==> src/rtl/div_unit.sv <==
// div_unit: iterative radix-2 restoring divider; clk/rst, start/annul/signed, operands in, {rem,quo}/ready/stallreq out
module div_unit #(
  parameter int WIDTH = 32
) (
  input  logic               clk,
  input  logic               rst,
  input  logic               start_i,
  input  logic               annul_i,
  input  logic               signed_div_i,
  input  logic [WIDTH-1:0]   opdata1_i,
  input  logic [WIDTH-1:0]   opdata2_i,
  output logic [2*WIDTH-1:0] result_o,
  output logic               ready_o,
  output logic               stallreq_o
);
  localparam int CW = $clog2(WIDTH + 1);
  localparam logic [1:0] S_IDLE = 2'd0, S_DBZ = 2'd1, S_ON = 2'd2, S_END = 2'd3;
  logic [1:0]       state;
  logic [CW-1:0]    cnt;
  logic [WIDTH-1:0] quo, dvs, rem, mag1, mag2, q_fix, r_fix;
  logic [WIDTH:0]   trial, diff;
  logic             neg_q, neg_r, s1, s2;
  assign s1 = signed_div_i & opdata1_i[WIDTH-1];
  assign s2 = signed_div_i & opdata2_i[WIDTH-1];
  assign mag1 = s1 ? -opdata1_i : opdata1_i;
  assign mag2 = s2 ? -opdata2_i : opdata2_i;
  assign trial = {rem, quo[WIDTH-1]};
  assign diff = trial - {1'b0, dvs};
  assign q_fix = neg_q ? -quo : quo;
  assign r_fix = neg_r ? -rem : rem;
  assign stallreq_o = start_i & ~ready_o;
  always_ff @(posedge clk) begin
    if (rst) begin
      state    <= S_IDLE;
      cnt      <= '0;
      result_o <= '0;
      ready_o  <= 1'b0;
    end else begin
      case (state)
        S_IDLE: if (start_i && !annul_i) begin
          quo   <= mag1;
          dvs   <= mag2;
          rem   <= '0;
          cnt   <= '0;
          neg_q <= s1 ^ s2;
          neg_r <= s1;
          state <= (opdata2_i == '0) ? S_DBZ : S_ON;
        end
        S_DBZ: begin
          result_o <= '0;
          ready_o  <= 1'b1;
          state    <= S_END;
        end
        S_ON: if (annul_i) begin
          result_o <= '0;
          state    <= S_IDLE;
        end else if (cnt == CW'(WIDTH)) begin
          result_o <= {r_fix, q_fix};
          ready_o  <= 1'b1;
          state    <= S_END;
        end else begin
          rem <= diff[WIDTH] ? trial[WIDTH-1:0] : diff[WIDTH-1:0];
          quo <= {quo[WIDTH-2:0], ~diff[WIDTH]};
          cnt <= cnt + 1'b1;
        end
        default: if (!start_i) begin
          result_o <= '0;
          ready_o  <= 1'b0;
          state    <= S_IDLE;
        end
      endcase
    end
  end
endmodule

==> config.mk <==
export PLATFORM = sky130hd
export DESIGN_NAME = div_unit
export DESIGN_NICKNAME = d
export VERILOG_FILES = /design/src/rtl/div_unit.sv
export SDC_FILE = /design/constraint.sdc
export NUM_CORES = 1
export LEC_CHECK = 0
export ABC_AREA = 1
export BUFFER_PORTS_ARGS = -buffer_cell sky130_fd_sc_hd__buf_4
export CAP_MARGIN = 20
export CORE_UTILIZATION = 65
export CTS_CLUSTER_DIAMETER = 100
export DETAILED_ROUTE_END_ITERATION = 8
export PLACE_DENSITY_LB_ADDON = 0.15
export SLEW_MARGIN = 20
export SYNTH_ARGS = -nofsm -noshare
export SYNTH_HDL_FRONTEND = slang
export SYNTH_SLANG_ARGS = --single-unit
==> constraint.sdc <==
create_clock -name clk -period 9.05 [get_ports clk]
set_input_delay 0.905 -clock clk [delete_from_list [all_inputs] [get_ports clk]]
set_output_delay 0.905 -clock clk [all_outputs]
set_load 0.05 [all_outputs]
==> results of run 1 <==
==> state kept, by name (all words and copies together) (netlist names) <==
register and flops:
neg_r 1, quo 32, result_o 64, cnt 6, dvs 32, neg_q 1, state 2, ready_o 1
rem 32
==> power by group <==
part	internal [W]	switching [W]	total, W
sequential	0.000910	0.0000659	0.000976
combinational	0.000248	0.000558	0.000806
clock	0.000380	0.000342	0.000722
total	0.00154	0.000966	0.00250
==> tightest hold or removal path, stage by stage, from the launching register on <==
cell	delay (ns)
dfxtp_1	0.31
nand2_1	0.06
a21oi_1	0.05
==> cells in the mapped netlist (29+ instances only) <==
cell	n	area (um^2)
ha_1	42	526
nand3_1	211	1060
dfxtp_1	73	1460
o21ai_0	75	375
nor2_1	227	852
edfxtp_1	98	2940
xor2_1	53	464
nand2_1	599	2250
nand4_1	29	181
inv_1	302	1130
clkbuf_1	32	120
a21oi_1	117	586
==> stage by stage <==
step / cell area, um^2 / hold WS (ns) / instances
final: 14600 / 0.467 / 2377
after CTS: 14600 / 0.468 / 2377
after global placement: 14000 / 0.451 / 2345
after detailed placement: 14100 / 0.457 / 2345
after global routing: 14600 / 0.482 / 2377
after floorplan: 12900 / 0.471 / 1990
==> final cells by class <==
class | instances | area (um^2)
Multi-Input combinational cell | 1459 | 7120
Tap cell | 265 | 332
Fill cell | 1567 | 4830
Inverter | 311 | 1170
Sequential cell | 171 | 4400
Timing Repair Buffer | 139 | 1040
Clock inverter | 13 | 119
Clock buffer | 19 | 454
==> cells by family after synthesis <==
kind of cell,after synthesis
fa+ha+maj,43
buf+inv,360
simple gates,1129
compound gates,223
xor+xnor,64
flops,171
==> metal layers <==
metal	up-vias	routed length, um	GRT usage [%]
met5	-	0	0
met2	700	16600	58.9
met3	92	3670	6.81
met1	6105	16300	52.3
li1	6576	-	-
met4	0	1100	13.4
==> final timing paths <==
check                     from            to  cells after the start
hold reg to reg   result_o[58]  result_o[58]                      2
setup reg to reg      state[0]  result_o[47]                      9
setup / recovery      state[0]  result_o[47]                      9
hold / removal    result_o[58]  result_o[58]                      2
==> cell usage in the layout (no fill, tap or decap), types with 6 or more instances in the layout <==
| cell | n |
|---|---|
| o21ai_0 | 75 |
| buf_4 | 139 |
| nand3_1 | 211 |
| a21oi_1 | 117 |
| xor2_1 | 53 |
| nor2_1 | 226 |
| ha_1 | 41 |
| clkbuf_16 | 18 |
| dfxtp_1 | 73 |
| nor3_1 | 15 |
| nand3b_1 | 6 |
| nor2_2 | 8 |
| nand4_1 | 29 |
| or2_2 | 6 |
| o211ai_1 | 7 |
| nand2_4 | 8 |
| xnor2_1 | 11 |
| nand2_1 | 598 |
| o21ai_1 | 6 |
| inv_6 | 7 |
| inv_2 | 8 |
| inv_1 | 302 |
| edfxtp_1 | 98 |
==> results.yml, run 1 <==
placed_design:
  post-place-ws_ns: 5.49
  io_buffers: 134
  dp_hpwl_um: 29000
  place.gp.congestion: 0.994
clock_tree:
  cts.path.max_buffers: 2
  cts_setup_buffers: 0
  clk_pin_slew_ns: 0.07
  cts_made_buffers: 17
  ctsResizeCount: 0
  cts_tree: "done"
  cts.sinks: 171
  ctsHoldBuffers: 0
  htree_levels: 4
  cts-root-buf: "clkbuf_16"
  clock_latency_ns: 0.44
drt:
  detail_route.wl_per_cell_um: 15.8
  vias_per_cell: 5.67
  ant_nets: 0
  drt-total-wl_um: 37700
  num_vias: 13500
  drt_iter0_drc: 1352
  drc: 2
  drt-pass1-iter-count: 7
critical_path:
  cp_slowest_cell: "inv_2"
  path_buf_inv: 4
  crit_type: "register to register"
  required_ns: 9.40
  crit_arrival_ns: 3.66
  r2r_setup_slack_ns: 5.75
  crit_top_cell: "inv_1"
  end_kind: "register"
  max_stage_delay_ns: 0.79
  path_delay_family: "buffers and inverters"
  start_kind: "register"
  crit_path_max_fanout: 59
  worstPathCellList: "inv_1 > ha_4 > inv_1 > buf_4 > nor2_1 > nand3_2 > inv_2 > nand3_1 > a21oi_1"
logic_synthesis:
  synth_xor_area_share_pct: 4.35
  muxShareOfSynthArea_pct: 0
  synthArstFlopShare_pct: 0
  ys_seq_area_share_pct: 34.2
  synth_top_family_by_area: "simple AND/OR/NAND/NOR gates"
  synthDistinctLibCells: 44
  synth_edf_count: 98
  synth_compound_area_share_pct: 9.23
  yosys_register_bits: 171
  syn_nets: 2102
  avgSynthCellArea_um2: 6.48
  synth-simple-area-share_pct: 37.1
  synthAdderAreaFrac_pct: 4.23
  ys.flop_type: "edfxtp_1"
  ys_warn_count: 0
  synth_cells: 1990
  syn_area_mm2: 0.0129
die:
  die_x_um: 143
  start_util_pct: 66.2
  ios: 135
  die_height_um: 143
  die_area_mm2: 0.0204
  row_count: 51
  core_mm2: 0.0195
cells_and_area:
  syn_to_final_growth_pct: 13.5
  n_antenna_cell: 0
  fin_nets: 2211
  final_core_util_pct: 75.2
  drive_gt1_share_pct: 10.2
sta:
  hold_viol_final: 0
  slew_viol_final: 0
  max_slew_margin_pct: 32.9
  totalNegativeSetupSlack_ns: 0
  finalCriticalPeriod_ns: 3.30
  post-route-period-util_pct: 36.5
  worstMarginPinSlew_ns: 1.01
  clock_skew_ns: 0.0161
  worst_slack_ns: 5.75
  timing.fmax_ghz: 0.303
  rsz0062_at_grt: "false"
  setup_viol_count_final: 0
global_routing:
  grt_pass1_wl_um: 59800
  track_usage_pct: 37.7
  grt_start_max_net_pins: 70
  grt_pass1_vias: 12200
  antenna_found_initial: 0
  grt_overflow: 0
pwr:
  power.leakage_nw: 7.11
  power_w: 0.00250
  power.density_mw_per_mm2: 171
  peakVddDrop_uv: 135
worst_hold_path:
  hp-class: "register to register"
status:
  outcome: "finished with violations"
  violations: "DRC"
run:
  cap_violations: 0
No activity file was read; power rests on OpenSTA's default activity.
==> run 2: changes to the inputs <==
CORE_UTILIZATION = 55   (was 65)
clock period = 3 ns   (was 9.05 ns; I/O delays follow)
==> run 2 against run 1 <==
- the run now ends clean
- routed wire length shrank 4.7%
- worst setup slack got worse by 5.4 ns
- final area increased by 1.0%
- clock power rose to 3.1 times the previous value
- critical path depth rose by 6
==> results.yml, run 2 (synthesized netlist as in run 1, its figures left out) <==
placed_design:
  dp_cells: 2399
  place.gp.congestion: 1.01
  dp_hpwl_um: 28300
  placed_cell_area_mm2: 0.0142
  io_buffers: 134
sta:
  timing.fmax_ghz: 0.383
  setup_viol_count_final: 0
  max_slew_margin_pct: 35.6
  post-route-period-util_pct: 87.0
  finalCriticalPeriod_ns: 2.61
  slew_viol_final: 0
  worstMarginPinSlew_ns: 0.965
  clock_skew_ns: 0.0132
  totalNegativeSetupSlack_ns: 0
  hold_viol_final: 0
  rsz0062_at_grt: "false"
clock_tree:
  cts_setup_buffers: 0
  cts.path.max_buffers: 2
  clock_latency_ns: 0.44
  cts.sinks: 171
  clk_pin_slew_ns: 0.07
  cts-root-buf: "clkbuf_16"
  cts_made_buffers: 17
  htree_levels: 4
  ctsResizeCount: 0
  cts_tree: "done"
  ctsHoldBuffers: 0
cells_and_area:
  finalNonFillerCells: 2431
  layout_common_cells: "nand2_1 (598), inv_1 (302), nor2_1 (226)"
  final_common_cell: "nand2_1"
  multiInputGateArea_mm2: 0.00711
  fin_area_mm2: 0.0148
  syn_to_final_growth_pct: 14.7
  largest_register_ffs: 64
  final_core_util_pct: 64.7
  register_area_mm2: 0.00440
  drive_gt1_share_pct: 10.5
  n_antenna_cell: 0
  fin_nets: 2217
  nFillCells: 2199
  top_register: "result_o"
critical_path:
  crit_path_max_fanout: 17
  r2r_setup_slack_ns: 0.39
  crit_type: "register to register"
  required_ns: 3.19
  end_kind: "register"
  ff2ff_path_depth: 15
  timing.rr.start: "quo[31]"
  crit_arrival_ns: 2.80
  start_kind: "register"
  r2r-end: "rem[23]"
pwr:
  pwr-share-clk_pct: 29.7
  p_int_w: 0.00470
  pwr-share-seq_pct: 38.6
  power_w: 0.00762
  power.switching_w: 0.00292
  peakVddDrop_uv: 312
  switching_share_pct: 38.4
  power.leakage_nw: 7.15
  pwr-share-comb_pct: 31.6
  power.density_mw_per_mm2: 515
die:
  die_height_um: 155
  die_area_mm2: 0.0241
  row_count: 55
  die_x_um: 155
  core_mm2: 0.0228
  ios: 135
  start_util_pct: 56.4
run:
  cap_violations: 0
drt:
  num_vias: 13100
  drt_iter0_drc: 1424
  drt-total-wl_um: 35900
  vias_per_cell: 5.38
  detail_route.wl_per_cell_um: 14.8
  drc: 0
  drt-pass1-iter-count: 5
  ant_nets: 0
worst_hold_path:
  hp-class: "input pin to register"
  hold_start: "opdata2_i[0]"
  hold_end: "dvs[0]"
  worst_hold_path.num_cells: 1
global_routing:
  antenna_found_initial: 0
  grt_start_max_net_pins: 70
  grt_pass1_wl_um: 57500
  track_usage_pct: 30.2
  grt_overflow: 0
  grt_pass1_vias: 11200
status:
  outcome: "completed"
run 2: cell count changes in the layout (fill, tap and decap cells not counted), sizes merged:
cell,previous run,this run
bufinv,0,1
clkinv,3,5
inv,320,318
clkinvlp,1,2
clkbuf,19,17
buf,139,145
run 2: power groups by stage:
| stage | Sequential, W | Clock [W] | Combinational, W |
|---|---|---|---|
| after floorplan | 0.00296 | 0 | 0.00171 |
| after global placement | 0.00297 | 0 | 0.00234 |
| after global routing | 0.00296 | 0.00238 | 0.00270 |
| after detailed placement | 0.00298 | 0 | 0.00236 |
| after CTS | 0.00293 | 0.00228 | 0.00237 |
| final | 0.00294 | 0.00227 | 0.00241 |
run 2: how the worst max path moves through the flow:
stage,startpoint,to,slack (ns),cells past startpoint
final,quo[31],rem[23],0.39,15
after global routing,quo[31],rem[12],0.19,15
after CTS,quo[31],rem[29],0.42,15
after detailed placement,quo[31],rem[29],0.43,15
after global placement,quo[31],rem[0],0.53,15
after floorplan,state[0],quo[0],0.45,7
run 2: area by class of cell:
type                    count  share of cell area, %
flip-flops and latches    171                   29.8
repair buffers            145                   7.53
clock buffers              17                   2.88
inverters                 311                   7.90
multi-input cells        1459                   48.1
clock inverters            15                   1.18
well taps                 313                   2.65
run 2: worst max-delay path, cell delays in order (launching register included):
cell      delay, ns
edfxtp_1       0.37
inv_1          0.08
ha_1           0.24
fa_1           0.41
inv_1          0.11
nand2_1        0.05
nand2_1        0.08
nand3_1        0.09
nand2_2        0.12
nand2_2        0.08
nand2_4        0.08
nand2_4        0.08
nand3_4        0.17
nand2_4        0.17
nor2_1         0.16
nor2_1         0.06
run 2: through the flow:
| stage | worst slack, ns | hold WS (ns) |
|---|---|---|
| after floorplan | 0.450 | 0.399 |
| final | 0.390 | 0.0873 |
| after CTS | 0.415 | 0.0723 |
| after global routing | 0.186 | 0.0707 |
| after detailed placement | 0.428 | 0.455 |
| after global placement | 0.533 | 0.454 |
run 2: metal layers:
layer	wire length, um	track usage (%)	vias up
met5	0	0	-
met4	495	6.88	0
met3	3620	5.35	34
met2	14100	41.5	575
met1	17700	48.1	5863
li1	-	-	6596
==> run 3: changes to the inputs <==
==> constraint.sdc (replaced) <==
create_clock -name clk -period 3 [get_ports clk]
set_input_delay 0.45 -clock clk [delete_from_list [all_inputs] [get_ports clk]]
set_output_delay 0.45 -clock clk [all_outputs]
set_load 0.05 [all_outputs]
==> run 3 against run 2 <==
- register-to-register slack is essentially flat
- combinational power hardly changed
- worst hold slack better by 0.15 ns
- sequential power is essentially flat
- worst setup slack got worse by 0.011 ns
- first-iteration DRC count decreased by 1.5%
- largest cell class unchanged
- highest routed layer unchanged
==> results.yml, run 3 (synthesized netlist as in run 1, its figures left out) <==
status:
  outcome: "completed"
sta:
  hold_viol_final: 0
  slew_viol_final: 0
  worstMarginPinSlew_ns: 0.766
  max_slew_margin_pct: 48.5
  whs_ns: 0.237
  finalCriticalPeriod_ns: 2.62
  timing.fmax_ghz: 0.382
  clock_skew_ns: 0.00972
  setup_viol_count_final: 0
  totalNegativeSetupSlack_ns: 0
  post-route-period-util_pct: 87.4
  rsz0062_at_grt: "false"
critical_path:
  max_stage_delay_ns: 0.41
  r2r-end: "rem[2]"
  crit_arrival_ns: 2.80
  worstPathCellList: "inv_1 > ha_1 > fa_1 > inv_1 > nand2_1 > nand2_1 > nand3_1 > nand2_2 > nand2_2 > nand2_4 > nand2_4 > nand3_4 > nand2_4 > nor2_1 > nor2_1"
  r2r_setup_slack_ns: 0.38
  required_ns: 3.18
  path_buf_inv: 2
  crit_top_cell: "nand2_4"
  cp_slowest_cell: "fa_1"
  path_delay_family: "simple AND/OR/NAND/NOR gates"
  timing.rr.start: "quo[31]"
  crit_type: "register to register"
  crit_path_max_fanout: 17
  start_kind: "register"
  end_kind: "register"
  ff2ff_path_depth: 15
drt:
  detail_route.wl_per_cell_um: 15.0
  vias_per_cell: 5.42
  num_vias: 13200
  drt-total-wl_um: 36400
  drc: 0
  ant_nets: 0
  drt-pass1-iter-count: 5
  drt_iter0_drc: 1402
pwr:
  power.density_mw_per_mm2: 517
  switching_share_pct: 38.0
  power.switching_w: 0.00291
  peakVddDrop_uv: 300
  power.leakage_nw: 7.18
  pwr-share-comb_pct: 31.8
  pwr-share-clk_pct: 29.8
  pwr-share-seq_pct: 38.4
  p_int_w: 0.00476
clock_tree:
  cts_setup_buffers: 0
  ctsResizeCount: 0
  cts-root-buf: "clkbuf_16"
  htree_levels: 4
  cts_tree: "done"
  ctsHoldBuffers: 0
  clk_pin_slew_ns: 0.07
  cts_made_buffers: 17
  clock_latency_ns: 0.43
  cts.sinks: 171
  cts.path.max_buffers: 2
die:
  row_count: 55
  die_x_um: 155
  core_mm2: 0.0228
  die_area_mm2: 0.0241
  start_util_pct: 56.4
  ios: 135
  die_height_um: 155
cells_and_area:
  fin_nets: 2220
  top_register: "result_o"
  layout_common_cells: "nand2_1 (598), inv_1 (302), nor2_1 (226)"
  syn_to_final_growth_pct: 15.0
  n_antenna_cell: 0
  drive_gt1_share_pct: 10.6
  largest_register_ffs: 64
  final_common_cell: "nand2_1"
  nFillCells: 2187
  multiInputGateArea_mm2: 0.00711
  register_area_mm2: 0.00440
worst_hold_path:
  hp-class: "input pin to register"
  worst_hold_path.num_cells: 1
  hold_end: "dvs[0]"
  hold_start: "opdata2_i[0]"
global_routing:
  grt_pass1_vias: 11500
  use_met1_pct: 47.6
  grt_start_max_net_pins: 70
  busiest_layer: "met1"
  antenna_found_initial: 0
  grtUsageMet3_pct: 4.23
  grt_overflow: 0
  grt_pass1_wl_um: 58400
  track_usage_pct: 30.7
  grtUsageMet2_pct: 43.9
placed_design:
  io_buffers: 134
  place.gp.congestion: 1.01
  dp_hpwl_um: 28600
run:
  cap_violations: 0
-- run 3: layer usage --
layer,routed length [um],vias to the layer above
li1,-,6611
met1,17600,5960
met2,14700,578
met3,3480,46
met4,650,0
met5,0,-
-- run 3: how the worst max path moves through the flow --
stage	endpoint	slack [ns]	cells past startpoint	from
after floorplan	dvs[0]	0.41	3	rst
after global placement	rem[0]	0.53	15	quo[31]
after detailed placement	rem[2]	0.43	15	quo[31]
after CTS	rem[2]	0.41	15	quo[31]
after global routing	rem[30]	0.21	15	quo[31]
final	rem[2]	0.38	15	quo[31]
-- run 3: layout make-up --
| cell class | instances | area share (%) |
|---|---|---|
| multi-input combinational | 1459 | 47.9 |
| sequential | 171 | 29.7 |
| inverter | 311 | 7.87 |
| timing repair buffer | 148 | 7.66 |
| clock buffer | 20 | 3.38 |
| tap | 313 | 2.64 |
| clock inverter | 12 | 0.793 |
-- run 3: worst reg2reg max path, stage by stage, from the launching register on --
cell and delay (ns):
edfxtp_1 0.38, inv_1 0.07, ha_1 0.22, fa_1 0.42, inv_1 0.11, nand2_1 0.06, nand2_1 0.08, nand3_1 0.08
nand2_2 0.11, nand2_2 0.08, nand2_4 0.08, nand2_4 0.08, nand3_4 0.18, nand2_4 0.17, nor2_1 0.17, nor2_1 0.07
-- run 3: power groups by stage --
stage,combinational (W),clock [W],sequential [W]
6_report,0.00244,0.00229,0.00294
5_1_grt,0.00273,0.00240,0.00295
4_1_cts,0.00240,0.00231,0.00293
3_5_place_dp,0.00238,0,0.00298
3_3_place_gp,0.00234,0,0.00297
2_1_floorplan,0.00171,0,0.00296
-- run 3: through the flow --
step | utilization, % | setup slack (ns) | power (W) | instance area (um^2) | instances
5_1_grt | 64.9 | 0.213 | 0.00808 | 14800 | 2434
2_1_floorplan | - | 0.409 | 0.00467 | 12900 | 1990
3_5_place_dp | 62.2 | 0.425 | 0.00536 | 14200 | 2402
6_report | 64.9 | 0.379 | 0.00767 | 14800 | 2434
3_3_place_gp | 62.2 | 0.532 | 0.00531 | 14200 | 2402
4_1_cts | 64.9 | 0.410 | 0.00764 | 14800 | 2434
